$ cat config.mk
export PLATFORM = sky130hd
export DESIGN_NAME = id_ex_stage
export DESIGN_NICKNAME = d
export VERILOG_FILES = /design/src/rtl/legv8_pkg.sv /design/src/rtl/hazard_unit.sv /design/src/rtl/id_ex_stage.sv
export SDC_FILE = /design/constraint.sdc
export NUM_CORES = 1
export LEC_CHECK = 0
export BUFFER_PORTS_ARGS = -buffer_cell sky130_fd_sc_hd__buf_2
export CELL_PAD_IN_SITES_DETAIL_PLACEMENT = 1
export CELL_PAD_IN_SITES_GLOBAL_PLACEMENT = 1
export CORE_AREA = 5 5 216 218
export CTS_CLUSTER_DIAMETER = 80
export DETAILED_ROUTE_END_ITERATION = 10
export DIE_AREA = 0 0 221 223
export PLACE_DENSITY = 0.64
export SLEW_MARGIN = 10
export SYNTH_ARGS = -nofsm -noshare
export SYNTH_HDL_FRONTEND = slang
export SYNTH_SLANG_ARGS = --single-unit
$ cat constraint.sdc
create_clock -name clk -period 2.7 [get_ports clk]
set_input_delay 0.54 -clock clk [delete_from_list [all_inputs] [get_ports clk]]
set_output_delay 0.54 -clock clk [all_outputs]
set_load 0.01 [all_outputs]
$ cat src/rtl/legv8_pkg.sv
`default_nettype none
// +--------------------------------------------------------------------+
// | legv8_pkg: LEGv8 opcode constants, decode helper, E-stage struct   |
// | Rev 1.0                                                            |
// +--------------------------------------------------------------------+
package legv8_pkg;

  localparam logic [4:0] XZR = 5'd31;

  // Opcodes are matched on instr[31:21]; narrower formats use masks.
  localparam logic [10:0] OP_LDUR   = 11'b11111000010;
  localparam logic [10:0] OP_STUR   = 11'b11111000000;
  localparam logic [10:0] CBZ_MASK  = 11'b11111111000;
  localparam logic [10:0] CBZ_MATCH = 11'b10110100000;
  localparam logic [10:0] B_MASK    = 11'b11111100000;
  localparam logic [10:0] B_MATCH   = 11'b00010100000;
  localparam logic [10:0] R_MASK    = 11'b00011110000;
  localparam logic [10:0] R_MATCH   = 11'b00001010000;
  localparam logic [10:0] I_MASK    = 11'b00011111100;
  localparam logic [10:0] I_MATCH   = 11'b00010001000;

  typedef struct packed {
    logic        valid;
    logic        memread;
    logic        regwrite;
    logic [4:0]  wa;
    logic [31:0] instr;
  } e_ctrl_t;

  typedef struct packed {
    logic memread;
    logic regwrite;
    logic ra2_used;
  } dec_t;

  function automatic dec_t decode_op(input logic [10:0] op);
    dec_t d;
    logic is_ldur, is_stur, is_cbz, is_b, is_r, is_i;
    is_ldur    = (op == OP_LDUR);
    is_stur    = (op == OP_STUR);
    is_cbz     = ((op & CBZ_MASK) == CBZ_MATCH);
    is_b       = ((op & B_MASK) == B_MATCH);
    is_r       = ((op & R_MASK) == R_MATCH);
    is_i       = ((op & I_MASK) == I_MATCH);
    d.memread  = is_ldur;
    d.regwrite = (is_r | is_ldur | is_i) & ~is_b;
    d.ra2_used = is_r | is_stur | is_cbz;
    return d;
  endfunction

endpackage
`default_nettype wire

$ cat src/rtl/hazard_unit.sv
`default_nettype none
// +--------------------------------------------------------------------+
// | hazard_unit: load-use detection and stall request                  |
// | Rev 1.0                                                            |
// +--------------------------------------------------------------------+
module hazard_unit
  import legv8_pkg::*;
(
  input  logic       valid_e,
  input  logic       memread_e,
  input  logic [4:0] wa_e,
  input  logic       valid_d,
  input  logic [4:0] ra1_d,
  input  logic [4:0] ra2_d,
  input  logic       ra2_used,
  input  logic       flush,
  input  logic       en,
  output logic       hazard,
  output logic       stall_d
);

  assign hazard  = valid_e & memread_e & (wa_e != XZR) & valid_d &
                   ((wa_e == ra1_d) | (ra2_used & (wa_e == ra2_d)));
  assign stall_d = hazard & ~flush & en;

endmodule
`default_nettype wire

$ cat src/rtl/id_ex_stage.sv
`default_nettype none
// +--------------------------------------------------------------------+
// | id_ex_stage: LEGv8 decode->execute register with WB bypass,        |
// | load-use bubble insertion and saturating stall counter             |
// | Rev 1.0                                                            |
// +--------------------------------------------------------------------+
module id_ex_stage
  import legv8_pkg::*;
#(
  parameter int N = 64
) (
  input  logic         clk,
  input  logic         reset,
  input  logic [31:0]  instr_d,
  input  logic [N-1:0] pc_d,
  input  logic         valid_d,
  output logic [4:0]   ra1_d,
  output logic [4:0]   ra2_d,
  input  logic [N-1:0] rd1_d,
  input  logic [N-1:0] rd2_d,
  input  logic         we3_w,
  input  logic [4:0]   wa3_w,
  input  logic [N-1:0] wd3_w,
  input  logic         flush,
  input  logic         en,
  output logic         stall_d,
  output logic         valid_e,
  output logic [N-1:0] pc_e,
  output logic [31:0]  instr_e,
  output logic [N-1:0] rd1_e,
  output logic [N-1:0] rd2_e,
  output logic [4:0]   wa_e,
  output logic         memread_e,
  output logic         regwrite_e,
  output logic [15:0]  stall_cnt
);

  localparam logic [15:0] CNT_MAX = 16'hFFFF;

  dec_t         dec;
  logic [N-1:0] op1, op2;
  logic         hazard;

  e_ctrl_t      e_d, e_q;
  logic [N-1:0] pc_e_d, pc_e_q;
  logic [N-1:0] rd1_e_d, rd1_e_q;
  logic [N-1:0] rd2_e_d, rd2_e_q;
  logic [15:0]  stall_cnt_d, stall_cnt_q;

  // XZR reads as zero; a same-cycle writeback wins over the stale regfile read.
  function automatic logic [N-1:0] bypass(input logic [4:0] ra, input logic [N-1:0] rf,
                                          input logic we, input logic [4:0] wa,
                                          input logic [N-1:0] wd);
    if (ra == XZR) return '0;
    if (we && (wa == ra) && (wa != XZR)) return wd;
    return rf;
  endfunction

  assign dec   = decode_op(instr_d[31:21]);
  assign ra1_d = instr_d[9:5];
  assign ra2_d = instr_d[28] ? instr_d[4:0] : instr_d[20:16];
  assign op1   = bypass(ra1_d, rd1_d, we3_w, wa3_w, wd3_w);
  assign op2   = bypass(ra2_d, rd2_d, we3_w, wa3_w, wd3_w);

  hazard_unit u_hazard (
    .valid_e   (e_q.valid),
    .memread_e (e_q.memread),
    .wa_e      (e_q.wa),
    .valid_d   (valid_d),
    .ra1_d     (ra1_d),
    .ra2_d     (ra2_d),
    .ra2_used  (dec.ra2_used),
    .flush     (flush),
    .en        (en),
    .hazard    (hazard),
    .stall_d   (stall_d)
  );

  always_comb begin
    e_d         = e_q;
    pc_e_d      = pc_e_q;
    rd1_e_d     = rd1_e_q;
    rd2_e_d     = rd2_e_q;
    stall_cnt_d = stall_cnt_q;
    if (flush) begin
      e_d.valid    = 1'b0;
      e_d.memread  = 1'b0;
      e_d.regwrite = 1'b0;
    end else if (!en) begin
      e_d = e_q;
    end else if (hazard) begin
      e_d.valid    = 1'b0;
      e_d.memread  = 1'b0;
      e_d.regwrite = 1'b0;
      if (stall_cnt_q != CNT_MAX) stall_cnt_d = stall_cnt_q + 16'd1;
    end else begin
      e_d.valid    = valid_d;
      e_d.memread  = valid_d & dec.memread;
      e_d.regwrite = valid_d & dec.regwrite;
      e_d.wa       = instr_d[4:0];
      e_d.instr    = instr_d;
      pc_e_d       = pc_d;
      rd1_e_d      = op1;
      rd2_e_d      = op2;
    end
  end

  always_ff @(posedge clk or negedge reset) begin
    if (!reset) begin
      e_q         <= '0;
      pc_e_q      <= '0;
      rd1_e_q     <= '0;
      rd2_e_q     <= '0;
      stall_cnt_q <= '0;
    end else begin
      e_q         <= e_d;
      pc_e_q      <= pc_e_d;
      rd1_e_q     <= rd1_e_d;
      rd2_e_q     <= rd2_e_d;
      stall_cnt_q <= stall_cnt_d;
    end
  end

  assign valid_e    = e_q.valid;
  assign memread_e  = e_q.memread;
  assign regwrite_e = e_q.regwrite;
  assign wa_e       = e_q.wa;
  assign instr_e    = e_q.instr;
  assign pc_e       = pc_e_q;
  assign rd1_e      = rd1_e_q;
  assign rd2_e      = rd2_e_q;
  assign stall_cnt  = stall_cnt_q;

endmodule
`default_nettype wire

==> impl_metrics.py, run 1 <==
metrics = {
    "finish": {
        "ff_latch_area_um2": 6081,
        "area_growth_pct": 43.55,
        "final_area_um2": 15900,
        "drive_gt1_frac": 0.5039,
        "fin_util": 0.3557,
        "nets": 1806,
        "multi_input_area_um2": 4592,
        "nFillCells": 5194,
    },
    "die": {
        "ios": 558,
        "die_y_um": 223,
        "fp-row-count": 78,
        "fp.coreArea_um2": 44700,
        "die_area_um2": 49280,
        "fp.dieW_um": 221,
        "start_util": 0.2478,
    },
    "global_route": {
        "grt_max_degree": 69,
        "track_usage": 0.1635,
        "grt-ovfl-total": 0,
        "antenna_found_initial": 4,
        "grt_first_pass_wirelength_um": 64790,
        "grt_pass1_vias": 10650,
    },
    "placed_design": {
        "portBuffers": 557,
        "placed_cell_area_um2": 14790,
        "dp.final_hpwl_um": 33280,
        "finalWeightedCongestion": 0.8473,
    },
    "synthesis": {
        "async_reset_ff_frac": 1.000,
        "avgSynthCellArea_um2": 11.90,
        "synth_common_cells": "dfrtp_1, nand2_1, mux2i_1",
        "yosysUniqueCellTypes": 42,
        "syn_nets": 1231,
        "synth_seq_cells": 243,
        "synth-seq-area-share": 0.5491,
        "ys.flop_type": "dfrtp_1",
        "yosys_warnings": 0,
        "netlist_area_um2": 11070,
        "yosysTopAreaCellShare": 0.5491,
        "synthTopCellsByArea": "dfrtp_1, mux2i_1, mux2_2, nand2_1, o31ai_1",
        "synth-edff-count": 0,
        "synth.largest_area_cell": "dfrtp_1",
        "synth_most_common_cell": "dfrtp_1",
        "netlist_instances": 931,
    },
    "power": {
        "p_leak_nw": 8.191,
        "powerDensity_nw_per_um2": 665.8,
        "peakVddDrop_uv": 455.7,
    },
    "setup_path": {
        "worstReg2RegStart": "wa_e[2]",
        "critPathCaptureType": "output port",
        "r2r-end": "rd1_e[15]",
        "crit_required_ps": 2160,
        "cp-start-kind": "flip-flop",
        "reg2reg_slack_ps": 270,
        "critPathKind": "reg -> out",
        "r2r_cells": 8,
        "crit_arrival_ps": 2090,
        "crit_fanout": 2,
    },
    "detailed_routing": {
        "route.detailed.drc": 0,
        "drt_iter0_markers": 374,
        "num_vias": 9493,
        "dr.pass1.iters": 4,
        "ant_nets": 0,
        "wirelength_um": 42440,
        "avgViaCountPerCell": 4.453,
        "wl_per_cell_um": 19.91,
    },
    "cts": {
        "clk_latency_ps": 550,
        "cts_tree": "built",
        "clock_sink_count": 243,
        "root_buffer": "clkbuf_16",
        "cts_max_path_buffers": 3,
        "cts_made_buffers": 29,
        "postCtsSetupBuffers": 0,
        "cts_htree_levels": 1,
        "path_clk_slew_ps": 60,
    },
    "worst_hold_path": {
        "worstHoldPathType": "in -> reg",
        "whs_path_depth": 2,
        "hold_start": "pc_d[36]",
        "min_to": "pc_e[36]",
    },
    "flow_run": {
        "drv_cap": 0,
    },
    "timing": {
        "worst_slew_pin_slew_ps": 584.3,
        "hold_violations": 0,
        "setup_viol": 0,
        "holdWs_ps": 206.4,
        "clock.fmax_mhz": 380.2,
        "max_slew_margin": 0.6105,
        "final.setup_skew_ps": 20.86,
        "setup_tns_ps": 0,
        "period_share": 0.9742,
        "rsz0062_at_grt": "true",
        "layout_min_cycle_time_ps": 2630,
        "slew_viol_final": 0,
    },
    "run_status": {
        "status": "completed",
    },
}
## metrics by stage
stage                     total power [W]  std cells  worst slack (ps)
final                             0.01058       2132             69.60
after global routing              0.01113       2132            -46.50
after CTS                         0.01078       2128             14.91
after detailed placement         0.006569       2074            -61.77
after global placement           0.006499       2074             66.74
after floorplan                  0.005355        931             235.1
## metal layers
metal	global-route usage	up-vias	routed length, µm	part of all wire
met4	0.04142	0	1005	0.024
met5	0	-	0	0
met1	0.1932	4686	16920	0.40
met2	0.2962	327	21920	0.52
met3	0.04289	49	2591	0.061
li1	-	4431	-	-
## cell type report
cell class | instances | share of cell area
clock inverter | 9 | 0.008028
sequential | 243 | 0.3825
multi-input combinational | 606 | 0.2888
timing repair buffer | 617 | 0.2152
tap | 600 | 0.04722
antenna | 4 | 0.0006296
inverter | 9 | 0.002125
clock buffer | 44 | 0.05549
## power breakdown
group	switching, W	total, W	internal (W)	leakage (nW)
Combinational	0.00117	0.00213	0.000961	4.71
Clock	0.00157	0.00409	0.00253	0.502
Sequential	0.000250	0.00436	0.00411	2.98
Total	0.00298	0.0106	0.00760	8.19
## cells by family (layout without fill, tap and decap cells)
logic type      Yosys count  count (layout)  share of synthesized area
other cells               0               4                          0
xor+xnor                 35              35                    0.02768
flops                   243             243                     0.5491
compound gates          142             142                    0.08078
fa+ha+maj                 1               1                   0.001130
buf+inv                  82             679                    0.04553
simple gates            200             200                    0.07830
mux                     228             228                     0.2175
## sequential cells by signal, indices dropped and copies added (netlist names)
name / count
valid_e: 1
pc_e: 64
stall_cnt: 16
rd2_e: 64
wa_e: 4
rd1_e: 64
memread_e: 1
regwrite_e: 1
instr_e: 28
## timing repair
item | CTS | global route
endpoints found under the hold margin | 58 | 0
resized for setup | 10 | 2
pin swaps | 4 | 3
hold buffers | 1 | 0
endpoints found under the setup margin | 1 | 1
## worst max-delay path by stage
stage	to	slack, ps	startpoint
6_report	stall_d	70	wa_e[1]
5_1_grt	stall_d	-50	wa_e[1]
4_1_cts	stall_d	10	wa_e[0]
3_5_place_dp	rd1_e[21]	-60	instr_d[28]
3_3_place_gp	rd1_e[20]	70	instr_d[28]
2_1_floorplan	stall_d	240	instr_d[28]
## placed cells by master, fill, tap and decap left out, drive strengths merged, types with 3 or more instances in the layout
master,count
dfrtp,243
clkbuf,44
nand3,9
mux2i,133
nor3,10
buf,616
mux2,95
nor2,8
xnor2,14
nor4b,3
clkinv,5
xor2,21
nand2,147
nor4,6
diode,4
o21ai,70
inv,10
bufinv,3
o31ai,65
nand4,3
## worst max-delay path: stages, from the launching register on
cell,delay (ps)
dfrtp_1,400
nand4_1,200
o2111ai_4,180
nor4_4,350
a31oi_2,100
nor2_1,150
buf_2,160
Power figures use the tool's default switching activity.
==> run 2: changes to the inputs <==
--- a/config.mk
+++ b/config.mk
@@ -12,7 +12,8 @@
 export CTS_CLUSTER_DIAMETER = 80
 export DETAILED_ROUTE_END_ITERATION = 10
 export DIE_AREA = 0 0 221 223
-export PLACE_DENSITY = 0.64
+export PLACE_DENSITY = 0.6
+export REMOVE_ABC_BUFFERS = 1
 export SLEW_MARGIN = 10
 export SYNTH_ARGS = -nofsm -noshare
 export SYNTH_HDL_FRONTEND = slang
==> run 2 against run 1 <==
  * Clock power rose by 5.1%
  * Non-clock buffer count did not move
  * Maximum frequency rose by 1.6%
  * Routed wire length rose by 2.3%
  * Global-route usage rose by 0.71 points
  * Core utilization rose by 0.24 points
  * Critical path depth rose by 1
  * First-iteration DRC count fell by 3.7%
  * Sequential share of layout area fell by 0.25 points
  * Critical path type unchanged
  * Largest power group unchanged
==> impl_metrics.py, run 2 (synthesis gave the netlist of run 1 again) <==
metrics = {
    "global_route": {
        "grt_first_pass_wirelength_um": 66290,
        "track_usage": 0.1707,
        "grt-ovfl-total": 0,
        "grt_max_degree": 71,
        "grt_pass1_vias": 10820,
        "antenna_found_initial": 5,
    },
    "setup_path": {
        "crit_required_ps": 2160,
        "cp_slowest_cell": "dfrtp_1",
        "cp-start-kind": "flip-flop",
        "critPathCaptureType": "output port",
        "path_cells": "buf_6, xnor2_2, nand3_2, nor4_4, a31oi_4, nor2_1, buf_2",
        "max_stage_delay_ps": 390,
        "critPathKind": "reg -> out",
        "crit_fanout": 5,
        "crit_arrival_ps": 2050,
    },
    "detailed_routing": {
        "num_vias": 9571,
        "route.detailed.drc": 0,
        "wl_per_cell_um": 20.34,
        "drt_iter0_markers": 360,
        "dr.pass1.iters": 4,
        "wirelength_um": 43430,
        "avgViaCountPerCell": 4.483,
        "ant_nets": 0,
    },
    "placed_design": {
        "placed_cell_area_um2": 14790,
        "dp_cells": 2070,
        "pre_cts_ws_ps": -49.47,
        "portBuffers": 557,
        "dp.final_hpwl_um": 34160,
        "finalWeightedCongestion": 0.8183,
    },
    "cts": {
        "cts_max_path_buffers": 3,
        "clk_latency_ps": 520,
        "path_clk_slew_ps": 50,
        "cts_htree_levels": 2,
        "cts_tree": "built",
        "clock_sink_count": 243,
        "root_buffer": "clkbuf_16",
        "cts_made_buffers": 34,
    },
    "finish": {
        "final_area_um2": 16000,
        "final_cells": 2135,
        "area_growth_pct": 44.50,
        "final_common_cell": "buf_2",
        "final_cell_mix": "buf_2, dfrtp_1, nand2_1, mux2i_1, mux2_2",
        "drive_gt1_frac": 0.5029,
        "fin_util": 0.3580,
        "nets": 1811,
    },
    "power": {
        "p_leak_nw": 8.236,
        "powerDensity_nw_per_um2": 676.2,
        "peakVddDrop_uv": 543.0,
        "p_total_w": 0.01082,
    },
    "die": {
        "start_util": 0.2478,
        "die_y_um": 223,
        "fp-row-count": 78,
        "fp.coreArea_um2": 44700,
        "die_area_um2": 49280,
        "ios": 558,
        "fp.dieW_um": 221,
    },
    "worst_hold_path": {
        "worstHoldPathType": "in -> reg",
    },
    "run_status": {
        "status": "completed",
    },
    "flow_run": {
        "drv_cap": 0,
    },
    "timing": {
        "setup_viol": 0,
        "max_slew_margin": 0.6000,
        "clock.fmax_mhz": 386.3,
        "rsz0062_at_grt": "true",
        "period_share": 0.9587,
        "final.setup_skew_ps": 22.71,
        "layout_min_cycle_time_ps": 2588,
        "slew_viol_final": 0,
        "hold_violations": 0,
        "setup_ws_ps": 111.6,
        "worst_slew_pin_slew_ps": 600.0,
    },
}
[run 2: cell types whose count changed in the layout (fill, tap and decap cells not counted), moves of 3 or more]
cell	delta
clkbuf_8	-5
clkbuf_1	+7
clkbuf_16	+6
clkinv_2	-4
inv_6	+3
buf_4	-4
[run 2: per-stage QoR]
stage	TNS, ps	hold slack [ps]
global placement	0	457.0
detailed placement	-1624	462.6
finish	0	235.2
global route	-18.58	208.5
CTS	0	193.8
floorplan	-1422430	244.4
[run 2: final timing paths]
check,start,to,slack [ps],depth (start not counted)
worst max register to register,instr_e[4],rd1_e[57],380,8
max in group asynchronous,reset,pc_e[38],1270,3
worst max-delay path,wa_e[3],stall_d,110,7
worst min register to register,rd1_e[60],rd1_e[60],470,2
worst min-delay path,pc_d[37],pc_e[37],240,2
min in group asynchronous,reset,regwrite_e,610,2
[run 2: worst max-delay path: cells and delay by family (launching register included)]
family                 cells  cell delay (ps)
AND/OR/NAND/NOR            3              620
AO/OA/AOI/OAI              1               80
buffers and inverters      2              290
flip-flops                 1              390
XOR/XNOR                   1              140
[run 2: repair_timing]
item	in CTS	in global routing
setup endpoints to repair	1	1
hold endpoints to repair	28	0
setup buffers	0	4
pin swaps	1	5
gates resized for setup	2	15
hold buffers	1	0
gates cloned	0	0
[run 2: cell type report]
class / instances / area [µm²]
clock buffer: 52 / 989.7
tap: 600 / 750.7
inverter: 9 / 33.78
timing repair buffer: 617 / 3453
multi-input combinational: 606 / 4616
antenna: 2 / 5.005
clock inverter: 6 / 73.82
sequential: 243 / 6081
fill: 5177 / 28700
[run 2: per-layer routing]
metal | global-route usage | vias up | part of all wire
met3 | 0.05368 | 72 | 0.071
met4 | 0.05622 | 6 | 0.027
met1 | 0.1968 | 4731 | 0.39
met2 | 0.3016 | 318 | 0.51
li1 | - | 4444 | -
met5 | 0 | - | 0.00083
[run 2: report_power, final]
part / switching [W] / internal, W / leakage, nW / total, W
combinational: 0.00118 / 0.000975 / 4.74 / 0.00215
clock: 0.00167 / 0.00263 / 0.518 / 0.00430
sequential: 0.000257 / 0.00412 / 2.98 / 0.00437
==> run 3: changes to the inputs <==
--- a/config.mk
+++ b/config.mk
@@ -13,7 +13,6 @@
 export DETAILED_ROUTE_END_ITERATION = 10
 export DIE_AREA = 0 0 221 223
 export PLACE_DENSITY = 0.6
-export REMOVE_ABC_BUFFERS = 1
 export SLEW_MARGIN = 10
 export SYNTH_ARGS = -nofsm -noshare
 export SYNTH_HDL_FRONTEND = slang
==> run 3 against run 2 <==
  * Global-route usage is 0.39 points lower
  * Worst setup slack lost 24 ps
  * Sequential power barely moved
  * Critical endpoint unchanged
==> impl_metrics.py, run 3 (synthesis gave the netlist of run 1 again) <==
metrics = {
    "placed_design": {
        "finalWeightedCongestion": 0.8115,
        "pre_cts_ws_ps": -60.03,
        "dp.final_hpwl_um": 33760,
        "portBuffers": 557,
        "placed_cell_area_um2": 14790,
    },
    "worst_hold_path": {
        "worstHoldPathType": "in -> reg",
    },
    "cts": {
        "cts_htree_levels": 1,
        "cts_tree": "built",
        "root_buffer": "clkbuf_16",
        "cts_max_path_buffers": 3,
        "cts_made_buffers": 30,
        "path_clk_slew_ps": 60,
        "clock_sink_count": 243,
        "clk_latency_ps": 550,
    },
    "setup_path": {
        "crit_required_ps": 2160,
        "path_cells": "nand4_1, o2111ai_4, nor4_4, a31oi_4, nor2_1, buf_2",
        "crit_fanout": 4,
        "cp_slowest_cell": "dfrtp_2",
        "crit_start": "instr_e[4]",
        "crit_arrival_ps": 2070,
        "critPathKind": "reg -> out",
        "worstReg2RegStart": "instr_e[4]",
        "r2r_cells": 7,
        "reg2reg_slack_ps": 360,
        "critPathCaptureType": "output port",
        "max_stage_delay_ps": 430,
        "r2r-end": "pc_e[14]",
        "cp-start-kind": "flip-flop",
        "cp-endpoint": "stall_d",
    },
    "die": {
        "fp-row-count": 78,
        "die_area_um2": 49280,
        "start_util": 0.2478,
        "fp.dieW_um": 221,
        "ios": 558,
        "die_y_um": 223,
        "fp.coreArea_um2": 44700,
    },
    "timing": {
        "max_slew_margin": 0.5449,
        "slew_viol_final": 0,
        "period_share": 0.9674,
        "rsz0062_at_grt": "true",
        "final.setup_skew_ps": 14.32,
        "clock.fmax_mhz": 382.8,
        "worst_slew_pin_slew_ps": 682.6,
        "layout_min_cycle_time_ps": 2612,
        "setup_ws_ps": 87.90,
        "hold_violations": 0,
        "setup_viol": 0,
    },
    "global_route": {
        "grt_first_pass_wirelength_um": 65670,
        "grt_pass1_vias": 10620,
        "grt-ovfl-total": 0,
        "antenna_found_initial": 4,
        "grt_max_degree": 78,
        "track_usage": 0.1667,
    },
    "finish": {
        "multi_input_area_um2": 4573,
        "final_common_cell": "buf_2",
        "nFillCells": 5216,
        "final_cell_mix": "buf_2, dfrtp_1, nand2_1, mux2i_1, mux2_2",
        "area_growth_pct": 43.69,
        "ff_latch_area_um2": 6083,
        "nets": 1808,
        "final_area_um2": 15910,
        "drive_gt1_frac": 0.5046,
    },
    "detailed_routing": {
        "route.detailed.drc": 0,
        "dr.pass1.iters": 4,
        "avgViaCountPerCell": 4.425,
        "ant_nets": 0,
        "num_vias": 9448,
        "drt_iter0_markers": 381,
        "wirelength_um": 43030,
        "wl_per_cell_um": 20.15,
    },
    "power": {
        "peakVddDrop_uv": 435.9,
        "p_leak_nw": 8.195,
        "powerDensity_nw_per_um2": 662.3,
    },
    "flow_run": {
        "drv_cap": 0,
    },
    "run_status": {
        "status": "completed",
    },
}
run 3: changes by cell type in the layout (fill, tap and decap cells not counted), moves of 4 or more:
cell / previous run / this run
clkinv_2: 0 / 10
clkbuf_1: 12 / 4
buf_4: 40 / 44
buf_6: 4 / 0
clkbuf_16: 35 / 31
xnor2_1: 10 / 14
xnor2_2: 4 / 0
run 3: cell type report:
class / instances / area share
antenna: 3 / 0.0004718
sequential: 243 / 0.3823
inverter: 9 / 0.002123
timing repair buffer: 618 / 0.2173
clock buffer: 40 / 0.05402
clock inverter: 16 / 0.009200
multi-input combinational: 606 / 0.2874
tap: 600 / 0.04718
run 3: stage by stage:
stage / instances / setup TNS (ps) / hold WS [ps] / utilization / power, W
final: 2135 / 0 / 203.0 / 0.3560 / 0.01054
after floorplan: 931 / 0 / 244.4 / - / 0.005355
after global placement: 2070 / 0 / 455.7 / 0.3310 / 0.006507
after CTS: 2128 / 0 / 158.2 / 0.3549 / 0.01073
after global routing: 2134 / -20.46 / 178.7 / 0.3560 / 0.01109
after detailed placement: 2070 / -1310 / 461.4 / 0.3310 / 0.006562
run 3: worst min-delay path by stage:
stage,startpoint,depth (start not counted),slack (ps),end
6_report,pc_d[37],2,200,pc_e[37]
4_1_cts,pc_d[37],2,160,pc_e[37]
5_1_grt,pc_d[34],2,180,pc_e[34]
3_5_place_dp,rd1_e[1],2,460,rd1_e[1]
2_1_floorplan,reset,0,240,instr_e[10]
3_3_place_gp,rd1_e[45],2,460,rd1_e[45]
run 3: worst max-delay path: cells and delay by family (launching register included):
family                 cells  cell delay (ps)
AOI/OAI and AO/OA          2              260
DFF                        1              430
buffers and inverters      1              140
and+or+nand+nor            3              690
run 3: power by group:
| group | internal, W | switching (W) | leakage, nW |
|---|---|---|---|
| clock network | 0.00243 | 0.00162 | 0.505 |
| logic | 0.000959 | 0.00116 | 4.71 |
| registers | 0.00411 | 0.000252 | 2.98 |
| total | 0.00750 | 0.00304 | 8.20 |
run 3: what timing repair did:
action / 4_1_cts / 5_1_grt
hold buffers: 1 / 0
setup buffers: 1 / 5
endpoints found under the hold margin: 7 / 0
endpoints found under the setup margin: 1 / 1
pin swaps: 2 / 4
gates resized for setup: 7 / 2
run 3: per-layer routing:
metal,track usage,part of all wire,up-vias
met5,0,0.00074,-
met4,0.04062,0.023,4
met3,0.04974,0.064,53
met2,0.3005,0.51,315
met1,0.1950,0.40,4634
li1,-,-,4442
